## config.mk

```make
export PLATFORM = sky130hd
export DESIGN_NAME = gpio_apb_n
export DESIGN_NICKNAME = d
export VERILOG_FILES = /design/src/rtl/gpio_apb_n.sv
export SDC_FILE = /design/constraint.sdc
export NUM_CORES = 1
export LEC_CHECK = 0
export ABC_AREA = 1
export BUFFER_PORTS_ARGS = -buffer_cell sky130_fd_sc_hd__buf_4
export CAP_MARGIN = 15
export CORE_UTILIZATION = 30
export CTS_CLUSTER_SIZE = 14
export DETAILED_ROUTE_END_ITERATION = 7
export HOLD_SLACK_MARGIN = 0.12
export PLACE_DENSITY_LB_ADDON = 0.25
export SYNTH_ARGS = -nofsm -noshare
export SYNTH_HDL_FRONTEND = slang
export SYNTH_SLANG_ARGS = --single-unit
```

## constraint.sdc

```tcl
create_clock -name PCLK -period 1.5 [get_ports PCLK]
set_clock_uncertainty 0.15 [all_clocks]
set_input_delay 0.225 -clock PCLK [delete_from_list [all_inputs] [get_ports PCLK]]
set_output_delay 0.225 -clock PCLK [all_outputs]
set_load 0.01 [all_outputs]
```

## src/rtl/gpio_apb_n.sv

```systemverilog
// GPIO block with an APB slave port: per-pin enable/direction, set/clear
// output register, synchronised inputs and edge-triggered interrupts.
module gpio_apb_n #(
    parameter int NPINS       = 8,
    parameter int SYNC_STAGES = 2
) (
    input  logic             PCLK,
    input  logic             PRESETn,
    input  logic             PSEL,
    input  logic             PENABLE,
    input  logic             PWRITE,
    input  logic [7:0]       PADDR,
    input  logic [31:0]      PWDATA,
    output logic [31:0]      PRDATA,
    output logic             PREADY,
    output logic             PSLVERR,
    input  logic [NPINS-1:0] gpio_in,
    output logic [NPINS-1:0] gpio_out,
    output logic [NPINS-1:0] gpio_oe,
    output logic             irq
);

    typedef enum logic [1:0] {ST_IDLE, ST_SETUP, ST_ACCESS} state_t;

    state_t r_state, w_state_nxt;
    logic   r_perr;   // ACCESS was entered straight from IDLE

    logic [NPINS-1:0] r_psl, r_dir, r_out, r_in, r_rise, r_fall, r_istat;
    logic [NPINS-1:0] r_hist;
    logic [SYNC_STAGES-1:0][NPINS-1:0] r_sync;
    logic             r_irq;

    logic [2:0]       w_idx;
    logic             w_unmapped, w_access, w_err, w_wr;
    logic [7:0]       w_wen;
    logic [NPINS-1:0] w_wdata, w_en, w_sync, w_in, w_rise, w_fall, w_istat_nxt;
    logic [NPINS-1:0] w_rsel;
    logic             w_unused;

    // APB phase register and protocol-violation flag
    always_ff @(posedge PCLK or negedge PRESETn) begin
        if (!PRESETn) begin
            r_state <= ST_IDLE;
            r_perr  <= 1'b0;
        end else begin
            r_state <= w_state_nxt;
            r_perr  <= (r_state == ST_IDLE) && PSEL && PENABLE;
        end
    end

    // APB phase next-state; PSEL&PENABLE from IDLE still lands in ACCESS so it can error out
    always_comb begin
        w_state_nxt = r_state;
        case (r_state)
            ST_IDLE:   if (PSEL) w_state_nxt = PENABLE ? ST_ACCESS : ST_SETUP;
            ST_SETUP:  if (!PSEL) w_state_nxt = ST_IDLE;
                       else if (PENABLE) w_state_nxt = ST_ACCESS;
            ST_ACCESS: w_state_nxt = (PSEL && !PENABLE) ? ST_SETUP : ST_IDLE;
            default:   w_state_nxt = ST_IDLE;
        endcase
    end

    assign w_idx      = PADDR[4:2];
    assign w_unmapped = |PADDR[7:5];
    assign w_access   = (r_state == ST_ACCESS);
    assign w_err      = w_access && (r_perr || w_unmapped || (PWRITE && w_idx == 3'd4));
    assign w_wr       = w_access && PWRITE && !w_err;
    assign w_wen      = w_wr ? (8'd1 << w_idx) : 8'd0;
    assign w_wdata    = PWDATA[NPINS-1:0];
    assign w_unused   = ^{PADDR[1:0], PWDATA};

    // Input path: IN tracks the synchroniser while the pin is an enabled input,
    // and is read through combinationally so the visible latency is the chain depth.
    assign w_en        = r_psl & ~r_dir;
    assign w_sync      = r_sync[SYNC_STAGES-1];
    assign w_in        = (w_en & w_sync) | (~w_en & r_in);
    assign w_rise      = w_en & r_rise & w_sync & ~r_hist;
    assign w_fall      = w_en & r_fall & ~w_sync & r_hist;
    // New edges are OR'd in after the W1C mask so they win a same-cycle clear
    assign w_istat_nxt = (r_istat & ~(w_wen[7] ? w_wdata : '0)) | w_rise | w_fall;

    // Register file, synchroniser, edge history and interrupt flop
    always_ff @(posedge PCLK or negedge PRESETn) begin
        if (!PRESETn) begin
            r_psl   <= '0;
            r_dir   <= '0;
            r_out   <= '0;
            r_in    <= '0;
            r_rise  <= '0;
            r_fall  <= '0;
            r_istat <= '0;
            r_hist  <= '0;
            r_sync  <= '0;
            r_irq   <= 1'b0;
        end else begin
            if (w_wen[0]) r_psl  <= w_wdata;
            if (w_wen[1]) r_dir  <= w_wdata;
            if (w_wen[2]) r_out  <= r_out | w_wdata;
            if (w_wen[3]) r_out  <= r_out & ~w_wdata;
            if (w_wen[5]) r_rise <= w_wdata;
            if (w_wen[6]) r_fall <= w_wdata;
            r_istat <= w_istat_nxt;
            r_in    <= w_in;
            r_hist  <= w_sync;
            r_sync  <= {r_sync[SYNC_STAGES-2:0], gpio_in};
            r_irq   <= |r_istat;
        end
    end

    // Read mux; data only appears during an error-free read in ACCESS
    always_comb begin
        w_rsel = '0;
        case (w_idx)
            3'd0: w_rsel = r_psl;
            3'd1: w_rsel = r_dir;
            3'd2: w_rsel = r_out;
            3'd3: w_rsel = r_out;
            3'd4: w_rsel = w_in;
            3'd5: w_rsel = r_rise;
            3'd6: w_rsel = r_fall;
            3'd7: w_rsel = r_istat;
            default: w_rsel = '0;
        endcase
        PRDATA = '0;
        if (w_access && !PWRITE && !w_err) PRDATA[NPINS-1:0] = w_rsel;
    end

    assign PREADY   = w_access;
    assign PSLVERR  = w_err;
    assign gpio_oe  = r_psl & r_dir;
    assign gpio_out = r_out & gpio_oe;
    assign irq      = r_irq;

endmodule

```

Word level (Yosys, flattened, before mapping)

Cells that the tools add are included.

Flip-flop bits (word level): 84
Bits of input ports: 53
Output and inout port bits: 51
Logic and storage cells: 81

Equal/unequal tests: 11
Shifts and indexed selects: 1
Mux-type cells: 12
Bitwise logic cells: 23
Reduce and logical (&&, ||, !) cells: 21

Operators by type and width:

| kind                                                               | count |
|---|---|
| 8-bit AND                                                          | 13 |
| 8-bit one-hot mux with 7 select lines                              | 1 |
| 8-bit inverter                                                     | 6 |
| 8-bit two-way mux                                                  | 5 |
| 8-bit OR                                                           | 4 |
| 3-bit == test (second input constant)                              | 4 |
| 1-bit logical AND                                                  | 9 |
| 2-bit two-way mux                                                  | 4 |
| 8-bit OR reduction                                                 | 1 |
| 1-bit by 3-bit << shifter with 8-bit output (first input constant) | 1 |
| 3-bit by 2-bit == test with 1-bit output (second input constant)   | 2 |
| 2-bit one-hot mux with 3 select lines                              | 1 |
| 3-bit by 1-bit == test with 1-bit output (second input constant)   | 1 |
| 1-bit logical NOT                                                  | 3 |
| 3-bit logical NOT                                                  | 1 |
| 3-bit != test (second input constant)                              | 1 |
| 3-bit OR reduction                                                 | 1 |
| 2-bit by 1-bit == test with 1-bit output (second input constant)   | 1 |
| 2-bit == test (second input constant)                              | 1 |
| 2-bit logical NOT                                                  | 1 |
| 1-bit logical OR                                                   | 2 |
| 2-bit != test (second input constant)                              | 1 |
| 2-bit AND reduction                                                | 1 |
| 2-bit nonzero test                                                 | 1 |
| other kinds (2)                                                    | 2 |

Depth between registers and ports, before layout

Depth in word-level cells: 12
Gate-level depth with buffers: 9
Depth with buffers taken out: 9

Worst setup path before layout

OpenSTA, ideal clock, no wires.

Path type: register -> output
Start: reg r_state[0]
End: out PRDATA[0]
Arrival time: 1227 ps
Data required time: 1125 ps
Setup slack: -102 ps
Cell stages (with the launch flop): 6
Buffers on the path: 0
Path through: dfrtp_1 > inv_1 > nand2_1 > nor3_1 > o21ai_0 > nor2_1

Word-level cells in the longest chain between the ends: 5
Elaborated cells between the ends (all ways): 6
Classes of those cells: eq/ne (1); mux (1); reduce/logical (4)

RTL lines:

| element                | RTL line | source |
|---|---|---|
| from (decl)            | 25       | `state_t r_state, w_state_nxt;` |
| from (signal assigned) | 46       | `r_state <= w_state_nxt;` |
| 2-bit == test *        | 65       | `assign w_access = (r_state == ST_ACCESS);` |
| 1-bit logical AND      | 66       | `assign w_err = w_access && (r_perr \|\| w_unmapped \|\| (PWRITE && w_idx == 3'd4));` |
| 1-bit logical NOT      | 125      | `if (w_access && !PWRITE && !w_err) PRDATA[NPINS-1:0] = w_rsel;` |
| 1-bit logical AND *    | 125      |  |
| 8-bit two-way mux *    | 125      |  |
| to (decl)              | 14       | `output logic [31:0] PRDATA,` |

Mark *: on every way between the ends. The rest lies on a longest branch, timed or not.

Worst setup path in the final report

Start: reg r_state[0]
End: out PRDATA[7]

The elaborated chain is that of the path after synthesis.

==> summary.txt <==
====================================================================================================
H-tree levels .........................................................................            3
P&R area growth vs syn ................................................................       51.42%
TritonCTS clock tree ..................................................................          yes
Total negative slack for setup checks .................................................    -12.24 ns
Iteration-0 DRC count of the detailed router ..........................................          124
DRT Wirelength ........................................................................     11.27 mm
Via-per-instance ratio ................................................................        4.444
Summed instance area of the synthesized netlist .......................................    4018 um^2
Worst IR Drop VDD .....................................................................  0.0005230 V
Min-Delay Startpoint .................................................................. r_sync[4]$_DFF_PN0_
Final routed wire length divided by cell count ........................................     13.75 um
Standard cell area after detailed placement ...........................................    5086 um^2
Worst reg-to-reg path cell count ......................................................            9
Initial Utilization ...................................................................       0.3133
GR Overflow Total .....................................................................            0
Post-layout util ......................................................................       0.4743
Achievable clock frequency ............................................................   0.5001 GHz
Worst hold-check path type ............................................................ flop to flop
Layer with the highest usage after global routing .....................................         met2
# diodes ..............................................................................            0
Max Cap Violations ....................................................................            0
Run status ............................................................................ finished with violations
Part of the Yosys area used for sequential elements ...................................       0.5232
Vias in the first global route ........................................................         3687
Vertical die dimension ................................................................     117.7 um
DPL Wire Length .......................................................................     8.043 mm
Synth unique cells ....................................................................           27
Width of the die ......................................................................     117.7 um
Clock-pin slew reported for the worst setup and hold paths after clock tree synthesis .      0.06 ns
Area inside the core boundary .........................................................   12820 um^2
Crit Path Max Fanout ..................................................................            8
Remaining design rule violation count .................................................            0
Areal power density over the cells .................................................... 1192 nW/um^2
Crit path kind ........................................................................ flop to primary output
CP Capture Type ....................................................................... primary output
Share of total power in combinational logic ...........................................        0.275
Wire length of the first global-routing pass ..........................................     18.44 mm
Initial antenna violation count .......................................................            0
Hold-critical path depth ..............................................................            0
Clock buffer count from CTS ...........................................................            9
GRT met3 Usage ........................................................................      0.02907
Finish-stage setup viols ..............................................................           60
Post-DRT Antenna Nets .................................................................            0
Reg2reg start ......................................................................... r_state[0]$_DFFE_PN0P_
Synth warn ............................................................................            0
Number of top-level pins ..............................................................          104
Placement row count ...................................................................           41
Leak ..................................................................................     2.963 nW
M2 GR Usage ...........................................................................       0.2849
Net switching fraction of the power ...................................................       0.2931
Reg power frac ........................................................................        0.397
Buffer cell driving the clock tree root ...............................................    clkbuf_16
Vias post-DR ..........................................................................         3644
Clock latency reported for the late side of the worst-skew pair .......................      0.34 ns
Routability congestion estimate from global placement .................................       0.8048
Mapped Cells ..........................................................................          483
Total global-route track usage ........................................................       0.1720
Final hold violation count ............................................................            0
Count of nets after finishing .........................................................          696
Fraction of final layout cells sized beyond drive strength 1 ..........................       0.3688
RSZ-0062 raised after global routing ..................................................         true
CP Launch Point ....................................................................... r_state[0]$_DFFE_PN0P_
Worst path arrival time ...............................................................      1.62 ns
Global routing met1 resource utilization ..............................................       0.2202
Crit path required time ...............................................................      1.12 ns
Post-synthesis sequential element count ...............................................           84
Final critical delay including setup and external delays ..............................     2.000 ns
Internal Pwr Total ....................................................................     5.127 mW
Violated checks ....................................................................... negative setup slack
Post-route fraction of the period consumed by the critical path .......................        1.333
Final WS setup ........................................................................   -0.4997 ns
Buffers on Ports ......................................................................           53
DIE AREA ..............................................................................   13860 um^2
Part of the power in the clock network ................................................        0.328
Pin count of the biggest net entering global routing ..................................           33
Length of the first detailed-routing pass in iterations ...............................            4
CTS max path bufs .....................................................................            2
Kind of launch point of the worst setup path ..........................................         flop
Average instance area after synthesis .................................................   8.318 um^2
Net switching power ...................................................................     2.126 mW
Number of max-slew violations in the final report .....................................            0
Finished Cell Area ....................................................................    6083 um^2
Clock sink total ......................................................................           84
====================================================================================================
## metal layers
layer	vias up	share of wire
met2	91	0.48
li1	1805	-
met1	1727	0.47
met4	0	0.022
met5	-	0
met3	21	0.033
## cell type report
| type | count | area, um^2 |
|---|---|---|
| Clock buffer | 13 | 280.3 |
| Clock inverter | 3 | 42.54 |
| Fill cell | 1244 | 6741 |
| Inverter | 75 | 284.0 |
| Multi-Input combinational cell | 319 | 1780 |
| Sequential cell | 84 | 2102 |
| Tap cell | 172 | 215.2 |
| Timing Repair Buffer | 154 | 1379 |
## repair_timing
action / in CTS / in global routing
resized for setup: 34 / 112
gates cloned: 1 / 0
setup buffers: 2 / 17
hold endpoints to repair: 119 / 0
pin swaps: 12 / 19
setup endpoints to repair: 68 / 74
hold buffers: 19 / 0
## state kept, by name (all words and copies together) (netlist names), named ones only
name and count:
r_perr 1, r_rise 8, r_state 2, r_hist 8, r_psl 8, r_fall 8
irq 1, r_in 8, r_sync 8, r_istat 8, r_dir 8, w_sync 8
## cells in the mapped netlist, drive strengths merged
master	number	area [um^2]
a211oi	1	7.510
a21oi	3	15.01
a32oi	4	35.03
buf	28	217.7
clkbuf	1	13.76
clkinv	1	3.750
conb	1	3.750
dfrtp	84	2102
inv	74	277.8
nand2	102	385.4
nand3	7	60.05
nand4	3	33.78
nor2	82	340.3
nor3	23	126.4
nor4	6	37.54
o211ai	8	60.06
o21a	9	67.56
o21ai	46	230.2
## worst max-delay path, stage by stage (launching register included)
cell and delay (ns):
dfrtp_1 0.37, inv_1 0.06, nand2_2 0.06, nor3_2 0.20
buf_6 0.19, o21ai_1 0.08, nor2_1 0.17, buf_4 0.15
## per-stage QoR
| stage | worst slack, ns | power (mW) | cells | hold slack (ns) |
|---|---|---|---|---|
| 6_report | -0.4997 | 7.253 | 820 | 0.1904 |
| 5_1_grt | -0.5881 | 7.649 | 820 | 0.2015 |
| 4_1_cts | -0.4984 | 6.980 | 809 | 0.1974 |
| 3_5_place_dp | -0.2672 | 4.464 | 772 | 0.03922 |
| 3_3_place_gp | -0.2554 | 4.417 | 772 | 0.03169 |
| 2_1_floorplan | 0.002895 | 3.632 | 506 | -0.2206 |
## cell usage in the layout, fill, tap and decap left out, drive strengths merged
cell / synthesis / routed
clkinvlp: 0 / 1
nor2: 82 / 82
nand3: 7 / 7
nor4: 6 / 6
bufinv: 0 / 1
o211ai: 8 / 8
a21oi: 3 / 3
clkinv: 1 / 2
a32oi: 4 / 4
o21ai: 46 / 46
nand2: 102 / 102
conb: 1 / 24
buf: 28 / 135
dfrtp: 84 / 84
a211oi: 1 / 1
o21a: 9 / 9
clkbuf: 1 / 13
nor3: 23 / 23
nand4: 3 / 4
dlygate4sd3: 0 / 19
inv: 74 / 74
## path summary, 6_finish.rpt
check | to | slack, ns
worst max register to register | r_dir[5]$_DFFE_PN0P_ | -0.24
min in group asynchronous | r_in[6]$_DFF_PN0_ | 0.20
worst min-delay path | w_sync[4]$_DFF_PN0_ | 0.19
worst max-delay path | PRDATA[7] | -0.50
max in group asynchronous | r_hist[1]$_DFF_PN0_ | 0.49
worst min register to register | w_sync[4]$_DFF_PN0_ | 0.19
## power groups by stage
stage / clock network (mW) / registers [mW] / logic [mW]
2_1_floorplan: 0 / 2.85 / 0.778
3_3_place_gp: 0 / 2.87 / 1.55
3_5_place_dp: 0 / 2.89 / 1.58
4_1_cts: 2.42 / 2.86 / 1.70
5_1_grt: 2.51 / 2.93 / 2.21
6_report: 2.38 / 2.88 / 2.00
## cell families after synthesis
family | share of synthesized area
AO/OA/AOI/OAI | 0.1034
buffers and inverters | 0.1277
flip-flops | 0.5232
other | 0.0009334
AND/OR/NAND/NOR | 0.2448
Note: power is estimated with default switching activity, not from simulation.
